**src/rtl/recognizer_pkg.sv**
```systemverilog
// rtl/recognizer_pkg.sv - shared opcodes, response codes, FSM states and helpers
//   no ports: imported by recognizer_cmd_ctrl
package recognizer_pkg;

  localparam logic [7:0] CMD_LOAD  = 8'h00;
  localparam logic [7:0] CMD_COST  = 8'h01;
  localparam logic [7:0] CMD_START = 8'hFF;

  localparam logic [7:0] TX_BUSY = 8'hFF;
  localparam logic [7:0] TX_ERR  = 8'hFE;

  localparam int         IMG_BYTES = 72;
  localparam logic [3:0] MAX_LABEL = 4'd9;

  typedef enum logic [3:0] {
    IDLE        = 4'd0,
    ARM_LOAD    = 4'd1,
    LOADING     = 4'd2,
    LOADED      = 4'd3,
    COMPUTING   = 4'd4,
    DIGIT_READY = 4'd5,
    ARM_COST    = 4'd6,
    COSTING     = 4'd7,
    COST_READY  = 4'd8
  } ctrl_state_t;

  // Labels are decimal digits; anything larger saturates to the top digit.
  function automatic logic [3:0] clamp_label(input logic [7:0] b);
    return (b > 8'(MAX_LABEL)) ? MAX_LABEL : b[3:0];
  endfunction

endpackage

```
**src/rtl/frame_byte_counter.sv**
```systemverilog
// rtl/frame_byte_counter.sv - per-frame saturating byte index with first-byte flag
//   clk, n_rst           : clock, async active-low reset
//   rx_valid, frame_end  : byte strobe and end-of-frame strobe
//   byte_idx             : index of the byte arriving this cycle
//   byte_total           : bytes seen in this frame including this cycle's byte
//   first_byte           : rx_valid carries the first byte of the frame
module frame_byte_counter #(
  parameter int CNT_W = 7
) (
  input  logic             clk,
  input  logic             n_rst,
  input  logic             rx_valid,
  input  logic             frame_end,
  output logic [CNT_W-1:0] byte_idx,
  output logic [CNT_W-1:0] byte_total,
  output logic             first_byte
);

  logic [CNT_W-1:0] cnt_q, cnt_d;

  always_comb begin
    byte_idx   = cnt_q;
    first_byte = rx_valid && (cnt_q == '0);
    // Saturate so an over-long frame can never wrap back to a valid length.
    byte_total = (rx_valid && !(&cnt_q)) ? cnt_q + CNT_W'(1) : cnt_q;
    // A byte sharing the cycle with frame_end is counted before the clear.
    cnt_d      = frame_end ? '0 : byte_total;
  end

  always_ff @(posedge clk or negedge n_rst) begin
    if (!n_rst) cnt_q <= '0;
    else        cnt_q <= cnt_d;
  end

endmodule

```
**src/rtl/recognizer_cmd_ctrl.sv**
```systemverilog
// rtl/recognizer_cmd_ctrl.sv - SPI command sequencer for the recognizer datapath
//   clk, n_rst                              : clock, async active-low reset
//   rx_data, rx_valid, frame_end            : SPI slave byte stream and frame boundary
//   img_we, img_addr, img_wdata             : image buffer write port
//   start_infer, infer_done, digit_in       : inference engine handshake
//   start_cost, cost_label, cost_done, cost_in : cost unit handshake
//   tx_data, busy                           : response byte for next frame, engines busy
module recognizer_cmd_ctrl #(
  parameter int WATCHDOG_CYCLES = 16384,
  parameter int ADDR_W          = 7
) (
  input  logic              clk,
  input  logic              n_rst,
  input  logic [7:0]        rx_data,
  input  logic              rx_valid,
  input  logic              frame_end,
  output logic              img_we,
  output logic [ADDR_W-1:0] img_addr,
  output logic [7:0]        img_wdata,
  output logic              start_infer,
  input  logic              infer_done,
  input  logic [3:0]        digit_in,
  output logic              start_cost,
  output logic [3:0]        cost_label,
  input  logic              cost_done,
  input  logic [7:0]        cost_in,
  output logic [7:0]        tx_data,
  output logic              busy
);
  import recognizer_pkg::*;

  localparam int                WD_W    = $clog2(WATCHDOG_CYCLES);
  localparam logic [WD_W-1:0]   WD_LAST = WD_W'(WATCHDOG_CYCLES - 1);
  localparam logic [ADDR_W-1:0] IMG_CNT = ADDR_W'(IMG_BYTES);

  ctrl_state_t       state_q, state_d;
  logic [7:0]        tx_q, tx_d;
  logic              img_we_q, img_we_d;
  logic [ADDR_W-1:0] img_addr_q, img_addr_d;
  logic [7:0]        img_wdata_q, img_wdata_d;
  logic              start_infer_q, start_infer_d;
  logic              start_cost_q, start_cost_d;
  logic [3:0]        cost_label_q, cost_label_d;
  logic              image_valid_q, image_valid_d;
  logic              digit_valid_q, digit_valid_d;
  logic [WD_W-1:0]   wd_q, wd_d;
  logic [7:0]        cmd_q, cmd_d;
  logic              cmd_vld_q, cmd_vld_d;

  logic [ADDR_W-1:0] byte_idx, byte_total;
  logic              first_byte;
  logic              busy_now, cmd_hit, cmd_now_vld;
  logic [7:0]        cmd_now;

  frame_byte_counter #(.CNT_W(ADDR_W)) u_cnt (
    .clk        (clk),
    .n_rst      (n_rst),
    .rx_valid   (rx_valid),
    .frame_end  (frame_end),
    .byte_idx   (byte_idx),
    .byte_total (byte_total),
    .first_byte (first_byte)
  );

  always_comb begin
    state_d       = state_q;
    tx_d          = tx_q;
    img_we_d      = 1'b0;
    img_addr_d    = img_addr_q;
    img_wdata_d   = img_wdata_q;
    start_infer_d = 1'b0;
    start_cost_d  = 1'b0;
    cost_label_d  = cost_label_q;
    image_valid_d = image_valid_q;
    digit_valid_d = digit_valid_q;
    cmd_d         = cmd_q;
    cmd_vld_d     = cmd_vld_q;

    busy_now = (state_q == COMPUTING) || (state_q == COSTING);
    wd_d     = busy_now ? wd_q + WD_W'(1) : '0;

    // The first byte of a frame is held until frame_end commits it; bytes
    // arriving while the engines run are never latched so they cannot act later.
    cmd_hit     = first_byte && !busy_now;
    cmd_now_vld = cmd_vld_q || cmd_hit;
    cmd_now     = cmd_vld_q ? cmd_q : rx_data;
    if (frame_end) begin
      cmd_vld_d = 1'b0;
    end else if (cmd_hit) begin
      cmd_vld_d = 1'b1;
      cmd_d     = rx_data;
    end

    case (state_q)
      IDLE, LOADED, DIGIT_READY, COST_READY: begin
        if (frame_end && cmd_now_vld) begin
          case (cmd_now)
            CMD_LOAD: begin
              state_d       = ARM_LOAD;
              image_valid_d = 1'b0;
              digit_valid_d = 1'b0;
            end
            CMD_START: begin
              // Outside LOADED this is a plain read of tx_data.
              if (state_q == LOADED && image_valid_q) begin
                start_infer_d = 1'b1;
                state_d       = COMPUTING;
                tx_d          = TX_BUSY;
              end
            end
            CMD_COST: begin
              if (digit_valid_q) state_d = ARM_COST;
              else               tx_d    = TX_BUSY;
            end
            default: ;
          endcase
        end
      end

      ARM_LOAD, LOADING: begin
        if (rx_valid) begin
          state_d = LOADING;
          if (byte_idx < IMG_CNT) begin
            img_we_d    = 1'b1;
            img_addr_d  = byte_idx;
            img_wdata_d = rx_data;
          end
        end
        // An empty frame while armed leaves us waiting for the image frame.
        if (frame_end && (state_q == LOADING || rx_valid)) begin
          if (byte_total >= IMG_CNT) begin
            image_valid_d = 1'b1;
            state_d       = LOADED;
          end else begin
            tx_d    = TX_ERR;
            state_d = IDLE;
          end
        end
      end

      ARM_COST: begin
        if (frame_end && cmd_now_vld) begin
          cost_label_d = clamp_label(cmd_now);
          start_cost_d = 1'b1;
          state_d      = COSTING;
          tx_d         = TX_BUSY;
        end
      end

      COMPUTING, COSTING: begin
        // A done strobe on the expiry cycle still delivers its result.
        if (state_q == COMPUTING && infer_done) begin
          tx_d          = {4'h0, digit_in};
          digit_valid_d = 1'b1;
          state_d       = DIGIT_READY;
        end else if (state_q == COSTING && cost_done) begin
          tx_d    = cost_in;
          state_d = COST_READY;
        end else if (wd_q == WD_LAST) begin
          tx_d          = TX_ERR;
          image_valid_d = 1'b0;
          digit_valid_d = 1'b0;
          state_d       = IDLE;
        end
      end

      default: state_d = IDLE;
    endcase
  end

  always_ff @(posedge clk or negedge n_rst) begin
    if (!n_rst) begin
      state_q       <= IDLE;
      tx_q          <= 8'h00;
      img_we_q      <= 1'b0;
      img_addr_q    <= '0;
      img_wdata_q   <= 8'h00;
      start_infer_q <= 1'b0;
      start_cost_q  <= 1'b0;
      cost_label_q  <= 4'h0;
      image_valid_q <= 1'b0;
      digit_valid_q <= 1'b0;
      wd_q          <= '0;
      cmd_q         <= 8'h00;
      cmd_vld_q     <= 1'b0;
    end else begin
      state_q       <= state_d;
      tx_q          <= tx_d;
      img_we_q      <= img_we_d;
      img_addr_q    <= img_addr_d;
      img_wdata_q   <= img_wdata_d;
      start_infer_q <= start_infer_d;
      start_cost_q  <= start_cost_d;
      cost_label_q  <= cost_label_d;
      image_valid_q <= image_valid_d;
      digit_valid_q <= digit_valid_d;
      wd_q          <= wd_d;
      cmd_q         <= cmd_d;
      cmd_vld_q     <= cmd_vld_d;
    end
  end

  assign img_we      = img_we_q;
  assign img_addr    = img_addr_q;
  assign img_wdata   = img_wdata_q;
  assign start_infer = start_infer_q;
  assign start_cost  = start_cost_q;
  assign cost_label  = cost_label_q;
  assign tx_data     = tx_q;
  assign busy        = (state_q == COMPUTING) || (state_q == COSTING);

endmodule
```
**config.mk**
```make
export PLATFORM = sky130hd
export DESIGN_NAME = recognizer_cmd_ctrl
export DESIGN_NICKNAME = d
export VERILOG_FILES = /design/src/rtl/recognizer_pkg.sv /design/src/rtl/frame_byte_counter.sv /design/src/rtl/recognizer_cmd_ctrl.sv
export SDC_FILE = /design/constraint.sdc
export NUM_CORES = 1
export LEC_CHECK = 0
export ABC_AREA = 1
export BUFFER_PORTS_ARGS = -buffer_cell sky130_fd_sc_hd__buf_2
export CAP_MARGIN = 40
export CORE_ASPECT_RATIO = 2
export CORE_MARGIN = 4
export CORE_UTILIZATION = 45
export CTS_CLUSTER_SIZE = 16
export DETAILED_ROUTE_END_ITERATION = 12
export GPL_TIMING_DRIVEN = 0
export PLACE_DENSITY = 0.66
export REMOVE_ABC_BUFFERS = 1
export SKIP_CTS_REPAIR_TIMING = 1
export SLEW_MARGIN = 30
export SYNTH_ARGS = -nofsm -noshare
export SYNTH_HDL_FRONTEND = slang
export SYNTH_SLANG_ARGS = --single-unit
```
**constraint.sdc**
```tcl
create_clock -name clk -period 2.4 [get_ports clk]
set_clock_uncertainty 0.1 [all_clocks]
set_input_delay 0.24 -clock clk [delete_from_list [all_inputs] [get_ports clk]]
set_output_delay 0.24 -clock clk [all_outputs]
set_load 0.005 [all_outputs]
```
==> impl_results.md <==
* I/O pin count at 57
* MaxCap Viol Count at 0
* Tot Pwr at 4010 uW
* Yosys cell types at 33
* Actual slew at the worst max-slew pin at around 500 ps
* Commonest non-fill, non-tap cell in the layout: nand2_1
* Syn-to-layout area delta at 18.7%
* Setup_tns at 0 ps
* Crit path largest cell delay at 420 ps
* Worst-path clk slew at around 50 ps
* Crit Path Class: reg -> reg
* Starting Density at 0.461
* Largest net degree at the start of global routing at 40
* Post-synthesis cell count at 474
* Fraction of synthesized area in multiplexers at 0
* Startpoint Class: register
* Final ANT Viol Nets at 0
* Pwr dens at 923 nW/um2
* Buffers & Inverters on Critical Path at 3
* FF-to-FF Start: state_q[3]$_DFFE_PN0P_
* Final Instance Area at 4340 um2
* Net load switching power at 1400 uW
* Die Height at 136 um
* YS warnings at 0
* Via Count at between 3000 and 4000
* Synth Area in Adders at 0.0103
* Final net count at 565
* Vias in the first global route at 3241
* Worst Path Arrival at 2340 ps
* P_int at 2610 uW
* Xor/xnor share of the synthesized area at 0.00718
* H-tree Lvls at 3
* CTS root buffer: clkbuf_16
* Worst Setup EP: state_q[3]$_DFFE_PN0P_
* Worst path cell trace: inv_2 > nand2_1 > inv_2 > nand3_2 > nand2_1 > nand2_1 > nand2_2 > nand2_1 > nand3_2 > inv_1 > nand3_1 > nand2_1 > nand2_1
* Post-Synth Simple-Gate Area at 0.352
* IO buf count at 56
* CP dominant cell by count: nand2_1
* N_diodes at 0
* Critical Path RT at 2560 ps
* CTS tree: yes
* DRT iter0 DRCs at 141
* Final Wtd Congestion at 0.880
* Hpwl dp at ~6400 um
* Worst R2R End: state_q[3]$_DFFE_PN0P_
* Largest family of logic cells by synthesized area: simple AND/OR/NAND/NOR gates
* Sequential area share after synthesis at 0.451
* Fmax at between 400 and 500 MHz
* Tightest Hold Check Type: in -> reg
* Die footprint at 9730 um2
* Slew HR at 0.666
* Placed cell area at about 4000 um2
* Row cnt at 46
* Net Sw Frac at 0.350
* Overflow after GRT at 0
* Path length in cells of the critical path at 13
* Drt first pass iters at 4
* Crit path max-delay family: simple AND/OR/NAND/NOR gates
* Vias per inst at 4.87
* Routed wire length at roughly 8000 um
* Area of the mapped netlist at 3660 um2
* Leakage at 0.00225 uW
* Yosys reg bits at 66
* Reg2Reg Setup Slack at 220 ps
* Combinational power share at 0.325
* Fin crit period at about 2200 ps
* Wire per inst at 12.9 um
* Unrepaired setup endpoints after global routing: no
* Clock Tree Buf Depth at 2
* Clock Power Share at 0.309
* DRC at 0
* Final hold vios at 0
* Max Slew Vio Count at 0
* Share of layout cells above drive strength 1 at 0.233
* Core ar. at between 7000 and 8000 um2
* First-pass GRT wire length at 14400 um
* Syn Area/Cell at 7.72 um2
* CP startpoint: state_q[3]$_DFFE_PN0P_
* Cts bufs inserted at 9
* Status: finished, final reports clean
* Sequential share of power at 0.366
* Setup crit end kind: register
* Worst-path cell with the longest stage delay: dfrtp_1
* GR Util All Layers at 0.188
* Worst-path maximum fanout at 12
* Final period utilization at 0.909
* Die Span X at 71.8 um
* Final setup fails at 0
* CTS sink cnt at 66
* Most frequent cells in the layout: nand2_1 (148), dfrtp_1 (65), inv_1 (56), buf_2 (56), o21ai_0 (39)
* Post-Route Utilization at 0.547
* VDD IR max at 0.534 mV
* Initial antenna violation count at 0
* Fillcell total at a little under 800
* Compound-gate portion of the synthesized area at 0.0923
* Worst Reg-to-Reg Cells at 13
* Clk Latency, worst-skew pair at 330 ps
==> worst min path at each step <==
stage,slack (ps),cells past startpoint,endpoint,start
finish,30,3,cmd_q[2]$_DFFE_PN0P_,rx_data[2]
global route,40,3,cmd_q[4]$_DFFE_PN0P_,rx_data[4]
CTS,-270,1,img_we$_DFF_PN0_,n_rst
detailed placement,90,1,img_we$_DFF_PN0_,n_rst
global placement,350,1,wd_q[13]$_DFF_PN0_,wd_q[13]$_DFF_PN0_
floorplan,-160,0,cmd_q[0]$_DFFE_PN0P_,n_rst
==> synth_stat cells <==
library cell / count / area, um2
nor2_4: 3 / 33.8
a21oi_1: 13 / 65.1
inv_4: 1 / 6.26
o221ai_1: 1 / 8.76
nand3_1: 28 / 140
nand3b_1: 1 / 7.51
nand3_2: 5 / 50.1
nor4_1: 1 / 6.26
o21ai_0: 39 / 195
o21a_1: 3 / 22.5
buf_1: 1 / 3.75
dfrtp_1: 66 / 1650
xor2_1: 3 / 26.3
nand2_1: 148 / 556
nand3_4: 2 / 35.0
nand2_4: 11 / 124
inv_2: 9 / 33.8
ha_1: 3 / 37.5
o21bai_1: 1 / 7.51
nor2_8: 2 / 40.0
o22ai_1: 3 / 18.8
buf_12: 1 / 20.0
nor2_1: 33 / 124
inv_1: 56 / 210
o21ai_1: 4 / 20.0
nor2_2: 6 / 37.5
and3_1: 1 / 6.26
buf_2: 1 / 5.00
nor3_1: 6 / 30.0
nand4_1: 6 / 37.5
buf_6: 2 / 22.5
clkbuf_1: 4 / 15.0
nand2_2: 10 / 62.6
==> area by class of cell <==
cell class / count / area, um2 / area share
multi-input combinational: 333 / 1700 / 0.391
sequential: 66 / 1650 / 0.380
timing repair buffer: 60 / 333 / 0.0766
clock buffer: 12 / 267 / 0.0613
inverter: 66 / 250 / 0.0576
tap: 96 / 120 / 0.0276
clock inverter: 4 / 25.0 / 0.00576
==> power by group through the flow <==
| stage | clock (uW) | combinational [uW] | sequential (uW) |
|---|---|---|---|
| 3_5_place_dp | 0 | 1320 | 1490 |
| 2_1_floorplan | 0 | 864 | 1490 |
| 4_1_cts | 1280 | 1330 | 1470 |
| 5_1_grt | 1320 | 1480 | 1490 |
| 3_3_place_gp | 0 | 1260 | 1480 |
| 6_report | 1240 | 1300 | 1470 |
==> state kept, by name (all words and copies together) (netlist names) <==
signal	count
cmd_q	8
cmd_vld_q	1
cost_label	4
digit_valid_q	1
image_valid_q	1
img_addr	7
img_wdata	8
img_we	1
start_cost	1
start_infer	1
state_q	4
tx_data	8
u_cnt.byte_idx	7
wd_q	14
==> metrics by stage <==
stage / hold slack, ps / setup WS (ps) / std cells
detailed placement: 85.0 / 87.4 / 619
global route: 36.2 / 20.1 / 637
CTS: -271 / 73.1 / 635
finish: 34.0 / 218 / 637
floorplan: -156 / 459 / 465
global placement: 349 / 131 / 617
==> worst register-to-register path, delay by kind of cell, from the launching register on <==
family,cells,cell delay [ps]
simple gates,10,1360
buf+inv,3,250
flops,1,420
==> cells by family (layout without fill, tap and decap cells) <==
kind of cell | count (synthesis) | after routing
fa+ha+maj | 3 | 3
xor+xnor | 3 | 3
buf+inv | 75 | 142
flops | 66 | 66
compound gates | 64 | 64
simple gates | 263 | 263
==> per-layer routing <==
metal  part of all wire  GRT usage
met1               0.37      0.196
met2               0.58      0.355
met3              0.036     0.0349
met4              0.010     0.0816
met5                  0          0
Note: power is estimated with default switching activity, not from simulation.
